[src/rtl/reg_file_debug_ctrl.sv]
// Debug-side controller for the ID-stage register file debug ports.
// Sequences a full register dump onto a valid/ready byte stream (LSB byte
// first) and arbitrates single-register debug writes so they never collide
// with the dump.
module reg_file_debug_ctrl #(
  parameter int NB_DATA  = 32,
  parameter int NB_REG   = 5,
  parameter int SIZE_REG = 32,
  parameter int NB_BYTE  = 8
) (
  input  logic               i_clk,
  input  logic               i_rst_n,
  input  logic               i_dump_start,
  input  logic               i_wr_req,
  input  logic [NB_REG-1:0]  i_wr_addr,
  input  logic [NB_DATA-1:0] i_wr_data,
  output logic               o_wr_ack,
  output logic               o_busy,
  output logic               o_dump_done,
  output logic [NB_REG-1:0]  o_address_read_debug,
  input  logic [NB_DATA-1:0] i_data_read_debug,
  output logic               o_write_debug_reg_file,
  output logic [NB_REG-1:0]  o_address_write_debug,
  output logic [NB_DATA-1:0] o_write_data_debug,
  output logic [NB_BYTE-1:0] o_tx_data,
  output logic               o_tx_valid,
  input  logic               i_tx_ready
);

  localparam int NB_BYTES = NB_DATA / NB_BYTE;
  localparam int NB_CNT   = (NB_BYTES > 1) ? $clog2(NB_BYTES) : 1;

  typedef enum logic [2:0] {
    IDLE,
    WRITE,
    READ,
    SEND,
    NEXT,
    DONE
  } state_t;

  state_t             state;
  logic [NB_REG-1:0]  index;
  logic [NB_CNT-1:0]  byte_cnt;
  logic [NB_DATA-1:0] shift;
  logic [NB_REG-1:0]  wr_addr_q;
  logic [NB_DATA-1:0] wr_data_q;

  // Control FSM and datapath registers; pending writes take priority in IDLE.
  always_ff @(posedge i_clk or negedge i_rst_n) begin
    if (!i_rst_n) begin
      state     <= IDLE;
      index     <= '0;
      byte_cnt  <= '0;
      shift     <= '0;
      wr_addr_q <= '0;
      wr_data_q <= '0;
    end else begin
      case (state)
        IDLE: begin
          if (i_wr_req) begin
            wr_addr_q <= i_wr_addr;
            wr_data_q <= i_wr_data;
            state     <= WRITE;
          end else if (i_dump_start) begin
            index <= '0;
            state <= READ;
          end
        end
        WRITE: state <= IDLE;
        READ: begin
          shift    <= i_data_read_debug;
          byte_cnt <= '0;
          state    <= SEND;
        end
        SEND: begin
          if (i_tx_ready) begin
            shift    <= shift >> NB_BYTE;
            byte_cnt <= byte_cnt + NB_CNT'(1);
            if (byte_cnt == NB_CNT'(NB_BYTES - 1)) state <= NEXT;
          end
        end
        NEXT: begin
          // Terminal check before increment keeps index from wrapping when
          // SIZE_REG fills the whole address space.
          if (index == NB_REG'(SIZE_REG - 1)) begin
            state <= DONE;
          end else begin
            index <= index + NB_REG'(1);
            state <= READ;
          end
        end
        DONE:    state <= IDLE;
        default: state <= IDLE;
      endcase
    end
  end

  // Moore output decode from state and registers.
  always_comb begin
    o_busy                 = (state != IDLE);
    o_wr_ack               = (state == WRITE);
    o_write_debug_reg_file = (state == WRITE);
    o_address_write_debug  = (state == WRITE) ? wr_addr_q : '0;
    o_write_data_debug     = (state == WRITE) ? wr_data_q : '0;
    o_address_read_debug   = index;
    o_tx_valid             = (state == SEND);
    o_tx_data              = (state == SEND) ? shift[NB_BYTE-1:0] : '0;
    o_dump_done            = (state == DONE);
  end

endmodule
[config.mk]
export PLATFORM = sky130hd
export DESIGN_NAME = reg_file_debug_ctrl
export DESIGN_NICKNAME = d
export VERILOG_FILES = /design/src/rtl/reg_file_debug_ctrl.sv
export SDC_FILE = /design/constraint.sdc
export NUM_CORES = 1
export LEC_CHECK = 0
export ABC_AREA = 1
export ABC_CLOCK_PERIOD_IN_PS = 1600
export BUFFER_PORTS_ARGS = -buffer_cell sky130_fd_sc_hd__buf_2
export CAP_MARGIN = 40
export CORE_UTILIZATION = 39
export CTS_BUF_LIST = sky130_fd_sc_hd__clkbuf_8
export DETAILED_ROUTE_END_ITERATION = 12
export PLACE_DENSITY = 0.67
export RECOVER_POWER = 25
export SLEW_MARGIN = 20
export SYNTH_ARGS = -nofsm -noshare
export SYNTH_HDL_FRONTEND = slang
export SYNTH_SLANG_ARGS = --single-unit
[constraint.sdc]
create_clock -name i_clk -period 1.6 [get_ports i_clk]
set_clock_uncertainty 0.05 [all_clocks]
set_input_delay 0.32 -clock i_clk [delete_from_list [all_inputs] [get_ports i_clk]]
set_output_delay 0.32 -clock i_clk [all_outputs]
set_load 0.02 [all_outputs]
==> reports/metrics.yaml <==
yosys:
  synth_cell_types: 21
  synth_compound_area_share_pct: 13.4
  synth_flop_cell: "dfrtp_1"
  synth-xor-area-share_pct: 0
  syn_inst: 487
  synth_area_leaders: "dfrtp_1 52%, o21ai_0 12%, nand2_1 12%"
  synth.net_count: 564
  yosys.area.top_type: "dfrtp_1"
  syn_area_per_cell_um2: 7.77
  ys_ff_latch: 79
  muxShareOfSynthArea_pct: 0
  yosysSeqAreaShare_pct: 52.2
  synth_warnings: 0
  synthArstFlopShare_pct: 100
  synth_top_family_by_area: "simple AND/OR/NAND/NOR gates"
  synthSimpleGateAreaFrac_pct: 20.9
  synthAdderAreaFrac_pct: 0.991
  synth_edf_count: 0
  synth.top_cell.area_share_pct: 52.2
  synth_area_um2: 3790
finish:
  final_cell_area_um2: 6650
  syn_to_final_growth_pct: 75.5
  stdcell_count: 798
  utilization_pct: 71.3
  drive_above_1_share_pct: 52.0
  nets: 741
  antennaDiodeCount: 0
placement:
  numPortBuffers: 128
  dp_cells: 743
  post-dp-hpwl_um: 6500
  place_congestion: 0.836
  placed_cell_area_um2: 5020
setup_path:
  path_max_fanout: 10
  worstPathRequired_ns: 1.23
  cp-end-kind: "primary output"
  crit_type: "reg2out"
  critPathArrivalTime_ns: 1.56
  start_kind: "flip-flop"
sta:
  setup_tns_ns: -13.57
  relSlewSlack_pct: 39.4
  finalHoldViolations: 0
  min_period_ns: 1.93
  rsz0062_at_grt: "yes"
  finalCritPeriodShare_pct: 121
  setup_ws_ns: -0.331
  maxSlewViolCount: 0
  tightest_slew_ns: 0.908
  setup_viol: 81
  fmax_mhz: 518
clock_network:
  clockRootBuffer: "clkbuf_8"
  htreeDepth: 3
  cts_buffer_depth: 2
  clk_pin_slew_worst_paths_ns: 0.09
  cts_tree: "done"
  cts_sinks: 79
  cts_made_buffers: 9
  insertion_delay_ns: 0.35
global_routing:
  overflow: 0
  antenna_found_initial: 0
  grt_max_degree: 59
  grt_pass1_wl_um: 16200
  first_global_vias: 3452
  grt_usage_pct: 20.5
pwr:
  seqPwrFrac_pct: 23.9
  internal_power_mw: 7.64
  leakagePower_nw: 3.20
  clock_power_share_pct: 11.1
  p_switching_mw: 5.91
  comb_power_share_pct: 65.0
  powerDensity_nw_per_um2: 2040
  p_sw_share_pct: 43.6
  peakVddDrop_mv: 1.00
run_status:
  status: "finished with violations"
  violations: "setup timing"
route:
  drt-total-wl_um: 12600
  antenna_left: 0
  drt_iter0_drc: 135
  drc: 0
  via_per_inst: 4.90
  wire_per_inst_um: 15.8
  vias: 3913
  dr.pass1.iters: 5
die:
  pin_count: 129
  start_util_pct: 40.6
  coreArea_um2: 9330
  die_y_um: 101
  die_w_um: 101
  die_area_um2: 10100
  num_rows: 35
run:
  cap_violations: 0
worst_hold_path:
  hp-class: "in2reg"
## path summary, 6_finish.rpt
kind | startpoint | end | slack (ns) | depth (start not counted)
worst max-delay path | state[1] | o_address_write_debug[0] | -0.33 | 5
worst min-delay path | i_wr_data[19] | wr_data_q[19] | 0.12 | 3
worst max register to register | state[1] | wr_addr_q[0] | -0.08 | 9
worst min register to register | byte_cnt[1] | byte_cnt[1] | 0.45 | 2
max in group asynchronous | i_rst_n | wr_data_q[25] | 0.26 | 3
min in group asynchronous | i_rst_n | shift[5] | 0.58 | 2
## sequential cells by signal, summed over array words and instances (netlist names)
| name | flops |
|---|---|
| wr_data_q | 32 |
| state | 3 |
| wr_addr_q | 5 |
| shift | 32 |
| byte_cnt | 2 |
| o_address_read_debug | 5 |
## kinds of logic (layout without fill, tap and decap cells)
kind of cell / count (synthesis) / in the layout
buf+inv: 110 / 292
simple gates: 195 / 195
compound gates: 100 / 100
flops: 79 / 79
fa+ha+maj: 3 / 3
## timing repair
item	CTS	global route
hold buffers	1	0
pin swaps	6	15
resized for setup	106	202
cloned	4	16
buffers inserted	7	17
hold endpoints to repair	29	0
setup endpoints to repair	55	112
## metrics by stage
stage               power [mW]  hold slack [ns]  setup slack, ns
global placement          8.32            0.248           0.0226
finish                    13.5            0.122           -0.331
global route              14.3            0.108           -0.414
CTS                       11.1            0.117           -0.324
floorplan                 7.06          -0.0256          -0.0741
detailed placement        8.48            0.254          -0.0965
## power by group through the flow
stage / sequential, mW / combinational [mW] / clock (mW)
5_1_grt: 3.30 / 9.40 / 1.63
4_1_cts: 3.19 / 6.43 / 1.52
6_report: 3.24 / 8.80 / 1.50
3_5_place_dp: 3.24 / 5.24 / 0
2_1_floorplan: 3.21 / 3.85 / 0
3_3_place_gp: 3.20 / 5.12 / 0
## layer usage
layer	vias to the layer above	share of wire (%)	GRT usage [%]	wire length, µm
li1	1873	-	-	-
met1	1863	40	26.3	5070
met2	148	52	35.2	6600
met3	29	4.7	3.47	592
met4	0	3.0	6.80	384
met5	-	0	0	0
## critical path, cell delays in order (launching register included)
cell     delay (ns)
dfrtp_1        0.42
nor3_4         0.25
inv_4          0.13
buf_12         0.18
nor2_2         0.10
buf_4          0.15
## cell usage in the layout (no fill, tap or decap), types with 2 or more instances in the layout
| master | synthesis | routed |
|---|---|---|
| clkbuf_16 | 0 | 10 |
| buf_6 | 3 | 57 |
| nor2_4 | 2 | 43 |
| clkinvlp_4 | 0 | 3 |
| nand3_1 | 18 | 15 |
| inv_1 | 79 | 77 |
| clkbuf_8 | 0 | 10 |
| buf_16 | 0 | 5 |
| o21ai_2 | 1 | 31 |
| nor3_4 | 0 | 2 |
| nor2_2 | 0 | 4 |
| buf_8 | 0 | 3 |
| nor2_1 | 52 | 7 |
| buf_2 | 9 | 78 |
| dfrtp_2 | 0 | 3 |
| nand3_4 | 0 | 4 |
| o21ai_0 | 88 | 20 |
| buf_4 | 7 | 24 |
| inv_2 | 5 | 2 |
| dfrtp_1 | 79 | 76 |
| nand4_1 | 2 | 2 |
| o21ai_4 | 0 | 5 |
| nand2_1 | 116 | 79 |
| nand2_4 | 0 | 6 |
| nand2_2 | 0 | 31 |
| o21ai_1 | 8 | 41 |
| inv_4 | 0 | 4 |
| buf_12 | 0 | 13 |
## synthesized netlist by cell type (all sizes together), types with 2 or more instances
library cell  instances
a21oi                 2
buf                  19
clkbuf                7
dfrtp                79
ha                    3
inv                  84
nand2               116
nand3                20
nand4                 2
nor2                 54
nor3                  2
o21ai                97
## cell type report
type	count	area, µm²
Multi-Input combinational cell	298	2040
Inverter	84	343
Clock inverter	6	61.3
Fill cell	649	2680
Timing Repair Buffer	192	1920
Clock buffer	10	138
Sequential cell	79	1980
Tap cell	129	161
Power figures use the tool's default switching activity.
